<file path="src/rtl/pong_pkg.sv">
// Screen/paddle geometry shared by the ball engine, draw stage and paddle controller,
// plus the ball engine state encoding.
package pong_pkg;

  localparam int H_SCREEN  = 640;
  localparam int V_SCREEN  = 480;
  localparam int BORDER    = 10;
  localparam int BALL_SIZE = 10;
  localparam int P_OFFSET  = 20;
  localparam int P_WIDTH   = 8;
  localparam int P_HIGH    = 96;
  localparam int SPEED_X   = 2;
  localparam int SPEED_Y   = 2;

  localparam int L_FACE  = BORDER + P_OFFSET + P_WIDTH;
  localparam int R_FACE  = H_SCREEN - L_FACE;
  localparam int SERVE_Y = (V_SCREEN - BALL_SIZE) / 2;

  typedef enum logic [1:0] {
    PARK = 2'd0,
    PLAY = 2'd1,
    GOAL = 2'd2
  } ball_state_e;

  // side 0 serves from the left paddle face, side 1 from the right one
  function automatic logic [9:0] serve_x(input logic side);
    return side ? 10'(R_FACE - BALL_SIZE) : 10'(L_FACE);
  endfunction

  function automatic logic [10:0] ext11(input logic [9:0] v);
    return {1'b0, v};
  endfunction

endpackage

</file>
<file path="src/rtl/pong_paddle_overlap.sv">
// Vertical overlap test between the ball and one paddle, done on widened operands
// so neither sum can wrap.
module pong_paddle_overlap
  import pong_pkg::*;
(
  input  logic [9:0] ball_y_i,
  input  logic [9:0] paddle_y_i,
  output logic       overlap_o
);

  logic [10:0] ball_top;
  logic [10:0] ball_bot;
  logic [10:0] pad_top;
  logic [10:0] pad_bot;

  assign ball_top  = ext11(ball_y_i);
  assign ball_bot  = ext11(ball_y_i) + 11'(BALL_SIZE);
  assign pad_top   = ext11(paddle_y_i);
  assign pad_bot   = ext11(paddle_y_i) + 11'(P_HIGH);
  assign overlap_o = (ball_bot > pad_top) && (ball_top < pad_bot);

endmodule

</file>
<file path="src/rtl/pong_ball_engine.sv">
// Per-frame ball motion: serve, wall/paddle bounce and goal detection, all stepped
// once per frame_tick while in PLAY.
module pong_ball_engine
  import pong_pkg::*;
(
  input  logic       clk_pix,
  input  logic       reset,
  input  logic       frame_tick,
  input  logic       park,
  input  logic       serve,
  input  logic [9:0] p1_y,
  input  logic [9:0] p2_y,
  output logic [9:0] ball_x,
  output logic [9:0] ball_y,
  output logic       in_play,
  output logic       goal_left,
  output logic       goal_right
);

  localparam logic [10:0] BS     = 11'(BALL_SIZE);
  localparam logic [10:0] SX     = 11'(SPEED_X);
  localparam logic [10:0] SY     = 11'(SPEED_Y);
  localparam logic [10:0] LF     = 11'(L_FACE);
  localparam logic [10:0] RF     = 11'(R_FACE);
  localparam logic [10:0] X_RLIM = 11'(H_SCREEN - BORDER);
  localparam logic [10:0] Y_BLIM = 11'(V_SCREEN - BORDER);
  localparam logic [10:0] X_LLIM = 11'(BORDER + SPEED_X);
  localparam logic [10:0] Y_TLIM = 11'(BORDER + SPEED_Y);

  ball_state_e state_q, state_d;
  logic        side_q, side_d;
  logic [9:0]  x_q, x_d;
  logic [9:0]  y_q, y_d;
  logic        dx_q, dx_d;
  logic        dy_q, dy_d;

  logic        ov_p1, ov_p2;
  logic [10:0] x_w, y_w;
  logic        hit_l, hit_r, goal_l_ev, goal_r_ev;

  pong_paddle_overlap u_ov_p1 (
    .ball_y_i  (y_q),
    .paddle_y_i(p1_y),
    .overlap_o (ov_p1)
  );

  pong_paddle_overlap u_ov_p2 (
    .ball_y_i  (y_q),
    .paddle_y_i(p2_y),
    .overlap_o (ov_p2)
  );

  assign x_w = ext11(x_q);
  assign y_w = ext11(y_q);

  // dx=1 means moving left, dy=1 means moving up
  assign hit_l     = dx_q && (x_w >= LF) && (x_w < LF + SX) && ov_p1;
  assign hit_r     = !dx_q && (x_w + BS <= RF) && (x_w + BS + SX > RF) && ov_p2;
  assign goal_l_ev = dx_q && (x_w < X_LLIM) && !hit_l;
  assign goal_r_ev = !dx_q && (x_w + BS + SX > X_RLIM) && !hit_r;

  always_ff @(posedge clk_pix) begin
    if (reset) begin
      state_q <= PARK;
      side_q  <= 1'b0;
      x_q     <= 10'(L_FACE);
      y_q     <= 10'(SERVE_Y);
      dx_q    <= 1'b0;
      dy_q    <= 1'b0;
    end else begin
      state_q <= state_d;
      side_q  <= side_d;
      x_q     <= x_d;
      y_q     <= y_d;
      dx_q    <= dx_d;
      dy_q    <= dy_d;
    end
  end

  always_comb begin
    state_d = state_q;
    case (state_q)
      PARK: if (!park && serve) state_d = PLAY;
      PLAY: begin
        if (park)
          state_d = PARK;
        else if (frame_tick && (goal_l_ev || goal_r_ev))
          state_d = GOAL;
      end
      GOAL:    state_d = PARK;
      default: state_d = PARK;
    endcase
  end

  always_comb begin
    in_play    = (state_q == PLAY);
    goal_left  = (state_q == GOAL) && !side_q;
    goal_right = (state_q == GOAL) && side_q;
  end

  // Any path into PARK lands on the serve spot, so the parked ball never shows a stale position.
  always_comb begin
    x_d    = x_q;
    y_d    = y_q;
    dx_d   = dx_q;
    dy_d   = dy_q;
    side_d = side_q;
    if (state_d == PARK) begin
      x_d  = serve_x(side_q);
      y_d  = 10'(SERVE_Y);
      dx_d = side_q;
      dy_d = 1'b0;
    end else if (state_q == PLAY && frame_tick) begin
      if (hit_l) begin
        x_d  = 10'(L_FACE);
        dx_d = 1'b0;
      end else if (hit_r) begin
        x_d  = 10'(R_FACE - BALL_SIZE);
        dx_d = 1'b1;
      end else if (goal_l_ev) begin
        x_d    = 10'(BORDER);
        side_d = 1'b0;
      end else if (goal_r_ev) begin
        x_d    = 10'(H_SCREEN - BORDER - BALL_SIZE);
        side_d = 1'b1;
      end else if (dx_q) begin
        x_d = x_q - 10'(SPEED_X);
      end else begin
        x_d = x_q + 10'(SPEED_X);
      end

      if (!dy_q && (y_w + BS + SY > Y_BLIM)) begin
        y_d  = 10'(V_SCREEN - BORDER - BALL_SIZE);
        dy_d = 1'b1;
      end else if (dy_q && (y_w < Y_TLIM)) begin
        y_d  = 10'(BORDER);
        dy_d = 1'b0;
      end else if (dy_q) begin
        y_d = y_q - 10'(SPEED_Y);
      end else begin
        y_d = y_q + 10'(SPEED_Y);
      end
    end
  end

  assign ball_x = x_q;
  assign ball_y = y_q;

endmodule

</file>
<file path="config.mk">
export PLATFORM = sky130hd
export DESIGN_NAME = pong_ball_engine
export DESIGN_NICKNAME = d
export VERILOG_FILES = /design/src/rtl/pong_pkg.sv /design/src/rtl/pong_paddle_overlap.sv /design/src/rtl/pong_ball_engine.sv
export SDC_FILE = /design/constraint.sdc
export NUM_CORES = 1
export LEC_CHECK = 0
export BUFFER_PORTS_ARGS = -buffer_cell sky130_fd_sc_hd__buf_2
export CAP_MARGIN = 20
export CORE_ASPECT_RATIO = 1.75
export CORE_MARGIN = 5
export CORE_UTILIZATION = 45
export DETAILED_ROUTE_END_ITERATION = 8
export PLACE_DENSITY_LB_ADDON = 0.25
export SYNTH_ARGS = -nofsm -noshare
export SYNTH_HDL_FRONTEND = slang
export SYNTH_SLANG_ARGS = --single-unit
</file>
<file path="constraint.sdc">
create_clock -name clk_pix -period 3.7 [get_ports clk_pix]
set_clock_uncertainty 0.1 [all_clocks]
set_input_delay 0.185 -clock clk_pix [delete_from_list [all_inputs] [get_ports clk_pix]]
set_output_delay 0.185 -clock clk_pix [all_outputs]
set_load 0.02 [all_outputs]
</file>
==> results.tsv, run 1 <==
metric	value	unit
status	finished clean	
global_route_wire_length_before_repair	18.8	mm
n_fill_cell	816	
finalWeightedCongestion	0.945	
power_density	195	nW/um^2
area.sequential	480	sq um
arrival	3.51	ns
post_drt_wl_per_cell	16.8	um
post_route_cells_drive_above_1_share	16.3	%
critical_path.cell_chain	inv_1 > ha_1 > a21oi_2 > nor2_1 > xnor2_1 > inv_1 > ha_1 > a21o_1 > a21oi_1 > nor4b_1 > a211o_1 > a211oi_2 > o2111a_2 > or4b_4 > o21ai_2	
report.power.total	0.865	mW
drc	0	
synthesis.area	3910	sq um
power.leakage	1.96	nW
timing.final.crit_period	3.41	ns
die_width	80.5	um
critPathBufInv	2	
synthesis.instances	512	
critPathTopFamily	compound AO/OA/AOI/OAI gates	
cts.reportedPaths.clkPinSlew	0.07	ns
synth_enable_flop_cells	0	
antenna_violations_before_repair	0	
grt_max_degree	21	
cts_inserted_buffers	3	
worst-path-max-fanout	5	
setup_repair_after_global_routing_missed_its_margin	false	
timing.critical_path.to_type	register	
post_dr_vias_cell	6.03	
postCtsHoldBufs	0	
synth_fp_nets	603	
report.final.setup_viol	0	
clkLatencyLatePin	0.26	ns
die-area	10700	sq um
count_of_cell_types_in_the_netlist	74	
timing.final.crit_share	92.3	%
async_reset_ff_share	0	%
site_rows	45	
io_buffer_count	46	
tritoncts	yes	
postSynthAreaPerCell	7.64	sq um
cts_root_buffer	clkbuf_16	
cts.sinks	24	
crit_path_max_incr_delay	0.55	ns
worst_slew_margin_rel	54.2	%
cts-htree-levels	1	
vias_in_the_first_global_route	4048	
worst_hold_path_type	primary input to register	
fp.coreArea	8610	sq um
path_class	register to register	
timing.final.max_slew_violations	0	
via_count	4101	
setup_tns	0	ns
route.antenna.remaining_nets	0	
synthTopCellsByArea	ha_1 (20%), dfxtp_1 (12%), a21oi_1 (5.0%)	
clock.fmax	293	MHz
synth_top_area_share	20.5	%
multi_input_comb_area	3220	sq um
max-vdd-ir-drop	0.139	mV
synth_seq_area_share	12.3	%
wirelength	11.5	mm
groute.usage.overall	21.5	%
detail_route.first_pass.iterations	4	
worst_setup_path_start_kind	register	
postSynth.topFlopCell	dfxtp_1	
dp_hpwl	9.46	mm
antennaDiodeCount	0	
maxCapViolCount	0	
die_y	133	um
synth_seq_cells	24	
layout-area-overhead-vs-synth	13.4	%
synth_area_leader_cell	ha_1	
drt_first_iter_violations	194	
worstMarginPinSlew	0.682	ns
finalHoldViolCount	0	
grt_overflow_total	0	
start_util	45.4	%
final_net_count	655	
worstPathRequired	3.80	ns
synth-warning-count	0	
standard_cell_with_the_maximum_stage_delay_on_the_critical_path	or4b_4	
max-clock-path-buffers	2	
ios	48	
cell families (layout without fill, tap and decap cells):
logic type | count (synthesis) | after routing | synth area share [%]
AO/OA/AOI/OAI | 171 | 171 | 30.0
AND/OR/NAND/NOR | 165 | 165 | 22.7
adder cells (fa/ha/maj) | 66 | 66 | 21.5
buffers and inverters | 51 | 102 | 5.76
XOR/XNOR | 32 | 32 | 7.17
flip-flops | 24 | 24 | 12.3
multiplexers | 2 | 2 | 0.512
other | 1 | 1 | 0.0959
layout by cell type (no fill, tap or decap), drive strengths merged, types with 17 or more instances in the layout:
| cell | Yosys | layout |
|---|---|---|
| xnor2 | 20 | 20 |
| inv | 32 | 32 |
| buf | 14 | 66 |
| o21ai | 38 | 38 |
| dfxtp | 24 | 24 |
| nand2 | 35 | 35 |
| nor2 | 32 | 32 |
| ha | 64 | 64 |
| a21oi | 41 | 41 |
| nand3 | 17 | 17 |
metrics by stage:
step / instance area (sq um) / hold slack [ns] / cells / worst slack [ns] / utilization (%)
6_report: 4430 / 0.102 / 680 / 0.286 / 51.5
5_1_grt: 4430 / 0.120 / 680 / 0.0298 / 51.5
4_1_cts: 4420 / 0.0985 / 680 / 0.307 / 51.3
3_5_place_dp: 4330 / 0.374 / 676 / 0.300 / 50.3
3_3_place_gp: 4330 / 0.363 / 676 / 0.426 / 50.3
2_1_floorplan: 3910 / 0.179 / 512 / 0.0836 / -
area by class of cell:
class                           count  share of cell area [%]
Sequential cell                    24                    10.8
Timing Repair Buffer               66                    8.58
Tap cell                          117                    3.30
Clock buffer                        4                    2.00
Inverter                           32                    2.71
Multi-Input combinational cell    437                    72.6
synthesized netlist by cell type (8+ instances only):
library cell,instances
nand3_1,17
buf_2,9
a21o_1,11
nand2b_1,11
a21oi_1,39
nor3_1,10
nor2_1,32
xnor2_1,20
nand2_1,35
a211o_1,8
ha_1,64
xor2_1,12
nor2b_1,8
a211oi_1,9
or3_1,8
inv_1,32
dfxtp_1,24
o21ai_0,34
what timing repair did:
| action | in CTS | in global routing |
|---|---|---|
| resized for setup | 0 | 2 |
| endpoints found under the hold margin | 0 | 0 |
| setup endpoints to repair | 0 | 3 |
| setup buffers | 0 | 0 |
report_power, final:
group,internal (mW),switching (mW)
Clock,0.166,0.100
Sequential,0.265,0.0157
Combinational,0.131,0.187
worst paths after layout:
check / start / endpoint / slack [ns] / cells after the start
setup / recovery: ball_y[3]$_SDFFE_PP1P_ / ball_x[7]$_SDFFE_PP0P_ / 0.29 / 15
hold / removal: reset / side_q$_SDFFE_PP0P_ / 0.10 / 2
setup reg to reg: ball_y[3]$_SDFFE_PP1P_ / ball_x[7]$_SDFFE_PP0P_ / 0.29 / 15
hold reg to reg: ball_x[2]$_SDFFE_PP1P_ / ball_x[2]$_SDFFE_PP1P_ / 0.41 / 2
routing by layer:
| metal | share of wire, % | track usage, % | up-vias | routed length (um) |
|---|---|---|---|---|
| met4 | 5.3 | 10.7 | 0 | 603 |
| met1 | 36 | 22.3 | 1935 | 4160 |
| met5 | 0 | 0 | - | 0 |
| met2 | 55 | 41.5 | 107 | 6330 |
| met3 | 3.1 | 1.62 | 43 | 357 |
| li1 | - | - | 2016 | - |
worst register-to-register path, cell delays in order, from the launching register on:
cell	delay [ns]
dfxtp_1	0.33
inv_1	0.04
ha_1	0.21
a21oi_2	0.26
nor2_1	0.10
xnor2_1	0.21
inv_1	0.11
ha_1	0.31
a21o_1	0.18
a21oi_1	0.18
nor4b_1	0.24
a211o_1	0.16
a211oi_2	0.08
o2111a_2	0.16
or4b_4	0.55
o21ai_2	0.14
flip-flops by register name, summed over array words and instances, names as in the netlist:
name and flops:
ball_y 10, ball_x 9, state_q 2, dx_q 1
dy_q 1, side_q 1
No activity file was read; power rests on OpenSTA's default activity.
==> inputs of run 2 (changes only) <==
--- a/config.mk
+++ b/config.mk
@@ -7,11 +7,12 @@
 export LEC_CHECK = 0
 export BUFFER_PORTS_ARGS = -buffer_cell sky130_fd_sc_hd__buf_2
 export CAP_MARGIN = 20
-export CORE_ASPECT_RATIO = 1.75
+export CORE_ASPECT_RATIO = 1.4
 export CORE_MARGIN = 5
 export CORE_UTILIZATION = 45
 export DETAILED_ROUTE_END_ITERATION = 8
 export PLACE_DENSITY_LB_ADDON = 0.25
+export RECOVER_POWER = 100
 export SYNTH_ARGS = -nofsm -noshare
 export SYNTH_HDL_FRONTEND = slang
 export SYNTH_SLANG_ARGS = --single-unit
==> run 2 against run 1 <==
Wire length fell by 3.8%. Combinational power hardly changed. Non-clock buffer count stayed put. First-iteration DRC count is 15% lower. Sequential cell count is the same. Register-to-register slack worse by 0.12 ns. Sequential share of layout area increased by 0.055 points. Via count shrank 1.3%. Worst setup slack worse by 0.12 ns.
==> results.tsv, run 2 (synthesis gave the netlist of run 1 again) <==
metric	value	unit	change
mostFrequentLayoutCells	ha_1 (64), buf_2 (40), a21oi_1 (39)		was ha_1 (64), buf_2 (46), a21oi_1 (39)
critical_path.cell_chain	buf_4 > nand2_1 > o21a_1 > or2_2 > ha_1 > nand4_1 > a21oi_1 > nor4b_1 > a211o_1 > a211oi_1 > o2111ai_1 > o21ai_1 > o22ai_1		was inv_1 > ha_1 > a21oi_2 > nor2_1 > xnor2_1 > inv_1 > ha_1 > a21o_1 > a21oi_1 > nor4b_1 > a211o_1 > a211oi_2 > o2111a_2 > or4b_4 > o21ai_2
critPathTopFamily	compound AO/OA/AOI/OAI gates		unchanged
status	finished clean		unchanged
worst_hold_path_type	primary input to register		unchanged
wirelength	11.0	mm	was 11.5 mm
crit_path_max_incr_delay	0.46	ns	was 0.55 ns
setup_repair_after_global_routing_missed_its_margin	true		was false
post_dr_vias_cell	6.06		was 6.03
timing.final.crit_share	95.6	%	was 92.3%
setup_tns	0	ns	unchanged
die_y	120	um	was 133 um
fin_hold_ws	0.116	ns	was 0.102 ns
power.leakage	1.94	nW	was 1.96 nW
place_ws	0.232	ns	was 0.300 ns
grt_overflow_total	0		unchanged
drt_first_iter_violations	165		was 194
groute.usage.overall	20.7	%	was 21.5%
cts-htree-levels	1		unchanged
post_route_cells_drive_above_1_share	14.7	%	was 16.3%
layout-area-overhead-vs-synth	12.8	%	was 13.4%
grt_max_degree	21		unchanged
min-delay-start	reset		unchanged
detail_route.first_pass.iterations	4		unchanged
final_net_count	655		unchanged
rr_startpoint	ball_y[5]$_SDFFE_PP1P_		was ball_y[3]$_SDFFE_PP1P_
finalWorstSetupSlack	0.163	ns	was 0.286 ns
fp.coreArea	8560	sq um	was 8610 sq um
io_buffer_count	46		unchanged
timing.critical_path.to_type	register		unchanged
worst-path-max-fanout	6		was 5
max-vdd-ir-drop	0.204	mV	was 0.139 mV
critPathBufInv	1		was 2
cp-startpoint	ball_y[5]$_SDFFE_PP1P_		was ball_y[3]$_SDFFE_PP1P_
path_class	register to register		unchanged
commonest_non_fill_non_tap_cell_in_the_layout	ha_1		unchanged
antenna_violations_before_repair	0		unchanged
largest_reg_flops	10		unchanged
finalInstanceArea	4410	sq um	was 4430 sq um
start_util	45.7	%	was 45.4%
tritoncts	yes		unchanged
clkLatencyLatePin	0.26	ns	about the same
ios	48		unchanged
cts_inserted_buffers	3		unchanged
layout.cells.non_filler	668		was 680
post-route-util	51.5	%	about the same
arrival	3.57	ns	was 3.51 ns
numPlacedInstances	662		was 676
dp_hpwl	8.99	mm	was 9.46 mm
die-area	10700	sq um	about the same
post_drt_wl_per_cell	16.5	um	was 16.8 um
worst_setup_path_start_kind	register		unchanged
n_fill_cell	853		was 816
timing.final.max_slew_violations	0		unchanged
worstMarginPinSlew	0.823	ns	was 0.682 ns
timing.final.crit_period	3.54	ns	was 3.41 ns
vias_in_the_first_global_route	3883		was 4048
global_route_wire_length_before_repair	18.1	mm	was 18.8 mm
drc	0		unchanged
antennaDiodeCount	0		unchanged
worst_slew_margin_rel	44.7	%	was 54.2%
cts.sinks	24		unchanged
report.power.total	0.908	mW	was 0.865 mW
worstPathRequired	3.74	ns	was 3.80 ns
max-clock-path-buffers	2		unchanged
finalHoldViolCount	0		unchanged
via_count	4048		was 4101
clock.fmax	283	MHz	was 293 MHz
route.antenna.remaining_nets	0		unchanged
placement.cell_area	4300	sq um	was 4330 sq um
die_width	88.8	um	was 80.5 um
standard_cell_with_the_maximum_stage_delay_on_the_critical_path	dfxtp_1		was or4b_4
cts_root_buffer	clkbuf_16		unchanged
maxCapViolCount	0		unchanged
power_density	206	nW/um^2	was 195 nW/um^2
postCtsHoldBufs	0		unchanged
report.final.setup_viol	0		unchanged
cts.reportedPaths.clkPinSlew	0.06	ns	was 0.07 ns
finalWeightedCongestion	0.878		was 0.945
site_rows	40		was 45
## run 2: final timing paths
kind	endpoint	slack (ns)	depth (start not counted)
max	side_q$_SDFFE_PP0P_	0.16	13
min	side_q$_SDFFE_PP0P_	0.12	2
max reg2reg	side_q$_SDFFE_PP0P_	0.16	13
min reg2reg	side_q$_SDFFE_PP0P_	0.45	2
## run 2: area by class of cell
| class | instances | area [sq um] | share of cell area, % |
|---|---|---|---|
| sequential | 24 | 480 | 10.9 |
| timing repair buffer | 66 | 369 | 8.37 |
| tap | 105 | 131 | 2.98 |
| inverter | 32 | 120 | 2.72 |
| multi-input combinational | 437 | 3210 | 72.7 |
| clock buffer | 3 | 75.1 | 1.70 |
| clock inverter | 1 | 30.0 | 0.681 |
## run 2: where the power goes
part	total [mW]	internal, mW	switching [mW]
clock network	0.310	0.215	0.0952
logic	0.317	0.132	0.185
registers	0.280	0.265	0.0155
## run 2: what timing repair did
item                       CTS  global route
setup endpoints to repair    0             8
gates resized for setup      0             1
setup buffers                0             2
## run 2: metal layers
layer | global-route usage, % | up-vias | wire (um)
met5 | 0 | - | 0
met3 | 2.11 | 29 | 376
met1 | 23.5 | 1904 | 4390
met4 | 6.33 | 0 | 355
li1 | - | 2022 | -
met2 | 39.0 | 93 | 5900
==> inputs of run 3 (changes only) <==
--- a/config.mk
+++ b/config.mk
@@ -7,9 +7,11 @@
 export LEC_CHECK = 0
 export BUFFER_PORTS_ARGS = -buffer_cell sky130_fd_sc_hd__buf_2
 export CAP_MARGIN = 20
+export CELL_PAD_IN_SITES_DETAIL_PLACEMENT = 1
+export CELL_PAD_IN_SITES_GLOBAL_PLACEMENT = 2
 export CORE_ASPECT_RATIO = 1.4
 export CORE_MARGIN = 5
-export CORE_UTILIZATION = 45
+export CORE_UTILIZATION = 32
 export DETAILED_ROUTE_END_ITERATION = 8
 export PLACE_DENSITY_LB_ADDON = 0.25
 export RECOVER_POWER = 100
==> run 3 against run 2 <==
Highest routed layer unchanged. Via count hardly changed. First-iteration DRC count fell by 69%. Sequential cell count unchanged. Design area is 1.0% higher. Critical endpoint is now ball_x[7]$_SDFFE_PP0P_. Die area rose by 36%.
==> results.tsv, run 3 (synthesis gave the netlist of run 1 again) <==
metric	value	unit	change
status	finished clean		unchanged
place_ws	-0.00566	ns	was 0.232 ns
area.sequential	482	sq um	was 480 sq um
commonest_non_fill_non_tap_cell_in_the_layout	ha_1		unchanged
via_count	4052		was 4048
standard_cell_with_the_maximum_stage_delay_on_the_critical_path	or4b_4		was dfxtp_1
cts.reportedPaths.clkPinSlew	0.07	ns	was 0.06 ns
power_density	208	nW/um^2	was 206 nW/um^2
antenna_violations_before_repair	0		unchanged
clock.fmax	284	MHz	was 283 MHz
dp_hpwl	11.1	mm	was 8.99 mm
multi_input_comb_area	3220	sq um	was 3210 sq um
timing.final.max_slew_violations	0		unchanged
route.antenna.remaining_nets	0		unchanged
site_rows	47		was 40
p_seq_share	30.1	%	was 30.9%
postCtsSetupRepairBufs	0		unchanged
path_class	register to register		unchanged
critPathMostFrequentCell	ha_1		
arrival	3.62	ns	was 3.57 ns
route.met3.wl	247	um	was 376 um
antennaDiodeCount	0		unchanged
detail_route.first_pass.iterations	4		unchanged
layout-area-overhead-vs-synth	13.9	%	was 12.8%
max-clock-path-buffers	2		unchanged
pwr-share-clk	34.4	%	was 34.2%
global_route_wire_length_before_repair	21.9	mm	was 18.1 mm
layout.cells.non_filler	711		was 668
timing.critical_path.to_type	register		unchanged
setup_tns	0	ns	unchanged
min_delay_path_depth	2		unchanged
detail_route.wirelength.met1	5.33	mm	was 4.39 mm
final_net_count	656		was 655
highest_routing_layer_actually_used	met4		unchanged
clkLatencyLatePin	0.26	ns	about the same
worstPathRequired	3.81	ns	was 3.74 ns
max-vdd-ir-drop	0.162	mV	was 0.204 mV
die_width	103	um	was 88.8 um
netSwitchingPower	0.315	mW	was 0.296 mW
post_drt_wl_per_cell	18.6	um	was 16.5 um
intPower	0.613	mW	was 0.612 mW
power.leakage	1.90	nW	was 1.94 nW
cts_root_buffer	clkbuf_16		unchanged
worstMarginPinSlew	0.692	ns	was 0.823 ns
grt_overflow_total	0		unchanged
crit_path_max_incr_delay	0.56	ns	was 0.46 ns
report.final.setup_viol	0		unchanged
worst_setup_path_start_kind	register		unchanged
finalHoldViolCount	0		unchanged
postCtsHoldBufs	0		unchanged
critical_path.cell_chain	ha_1 > a21oi_2 > nor2_1 > xnor2_1 > inv_1 > ha_1 > a21o_1 > a21oi_1 > nor4b_1 > a211o_1 > a211oi_1 > o2111a_2 > or4b_4 > o21ai_2		was buf_4 > nand2_1 > o21a_1 > or2_2 > ha_1 > nand4_1 > a21oi_1 > nor4b_1 > a211o_1 > a211oi_1 > o2111ai_1 > o21ai_1 > o22ai_1
n_fill_cell	1532		was 853
drc	0		unchanged
largest_reg_flops	10		unchanged
setup_repair_after_global_routing_missed_its_margin	false		was true
worst-path-max-fanout	7		was 6
cts.sinks	24		unchanged
vias_in_the_first_global_route	4254		was 3883
met2WireLength	7.48	mm	was 5.90 mm
worst-r2r-cell-count	14		was 13
drt_first_iter_violations	51		was 165
finalWeightedCongestion	0.875		was 0.878
wirelength	13.2	mm	was 11.0 mm
mostFrequentLayoutCells	ha_1 (64), a21oi_1 (38), nand2_1 (35)		was ha_1 (64), buf_2 (40), a21oi_1 (39)
tritoncts	yes		unchanged
die_y	141	um	was 120 um
timing.final.crit_share	95.0	%	was 95.6%
groute.usage.overall	18.6	%	was 20.7%
maxCapViolCount	0		unchanged
pwr-share-comb	35.5	%	was 35.0%
die-area	14600	sq um	was 10700 sq um
numPlacedInstances	707		was 662
post-route-util	37.5	%	was 51.5%
worst_hold_path_type	primary input to register		unchanged
post_dr_vias_cell	5.70		was 6.06
cts_inserted_buffers	3		unchanged
timing.final.crit_period	3.52	ns	was 3.54 ns
start_util	32.9	%	was 45.7%
finalWorstSetupSlack	0.184	ns	was 0.163 ns
io_buffer_count	46		unchanged
fp.coreArea	11900	sq um	was 8560 sq um
grt_max_degree	19		was 21
post_route_cells_drive_above_1_share	13.5	%	was 14.7%
worst_slew_margin_rel	53.8	%	was 44.7%
netSwitchingFraction	34.0	%	was 32.6%
cts-htree-levels	1		unchanged
ios	48		unchanged
## run 3: stage by stage
step | hold slack (ns) | power (mW) | area, sq um
global placement | 0.376 | 0.606 | 4380
floorplan | 0.179 | 0.511 | 3910
CTS | 0.105 | 0.937 | 4480
detailed placement | 0.388 | 0.617 | 4380
finish | 0.0999 | 0.928 | 4460
global route | 0.126 | 0.985 | 4460
## run 3: critical path: cells and delay by family, from the launching register on
family | cells | cell delay, ns
xor gates and xnor gates | 1 | 0.18
DFF | 1 | 0.37
adders and majority gates | 2 | 0.57
buffers and inverters | 1 | 0.12
and+or+nand+nor | 3 | 0.93
AOI/OAI and AO/OA | 7 | 1.20
## run 3: layer usage
| layer | vias to the layer above | global-route usage [%] |
|---|---|---|
| met1 | 1970 | 21.0 |
| li1 | 2015 | - |
| met3 | 16 | 1.78 |
| met2 | 51 | 36.7 |
| met4 | 0 | 2.86 |
| met5 | - | 0 |
## run 3: timing repair
item | CTS | global route
gates resized for setup | 1 | 4
setup endpoints to repair | 2 | 13
cloned | 0 | 0
## run 3: final timing paths
| kind | slack [ns] | startpoint | endpoint |
|---|---|---|---|
| hold / removal | 0.1 | reset | side_q$_SDFFE_PP0P_ |
| setup / recovery | 0.18 | ball_y[2]$_SDFFE_PP0P_ | ball_x[7]$_SDFFE_PP0P_ |
| setup reg to reg | 0.18 | ball_y[2]$_SDFFE_PP0P_ | ball_x[7]$_SDFFE_PP0P_ |
| hold reg to reg | 0.46 | side_q$_SDFFE_PP0P_ | side_q$_SDFFE_PP0P_ |
## run 3: area by class of cell
type	instances	share of cell area (%)
Inverter	32	2.70
Tap cell	147	4.13
Clock buffer	3	1.68
Timing Repair Buffer	67	7.78
Clock inverter	1	0.674
Multi-Input combinational cell	437	72.2
Sequential cell	24	10.8
## run 3: power by group through the flow
| stage | clock, mW | combinational [mW] | sequential [mW] |
|---|---|---|---|
| final | 0.319 | 0.329 | 0.279 |
| after global routing | 0.334 | 0.370 | 0.280 |
| after CTS | 0.323 | 0.335 | 0.279 |
| after detailed placement | 0 | 0.332 | 0.285 |
| after global placement | 0 | 0.322 | 0.285 |
| after floorplan | 0 | 0.223 | 0.287 |
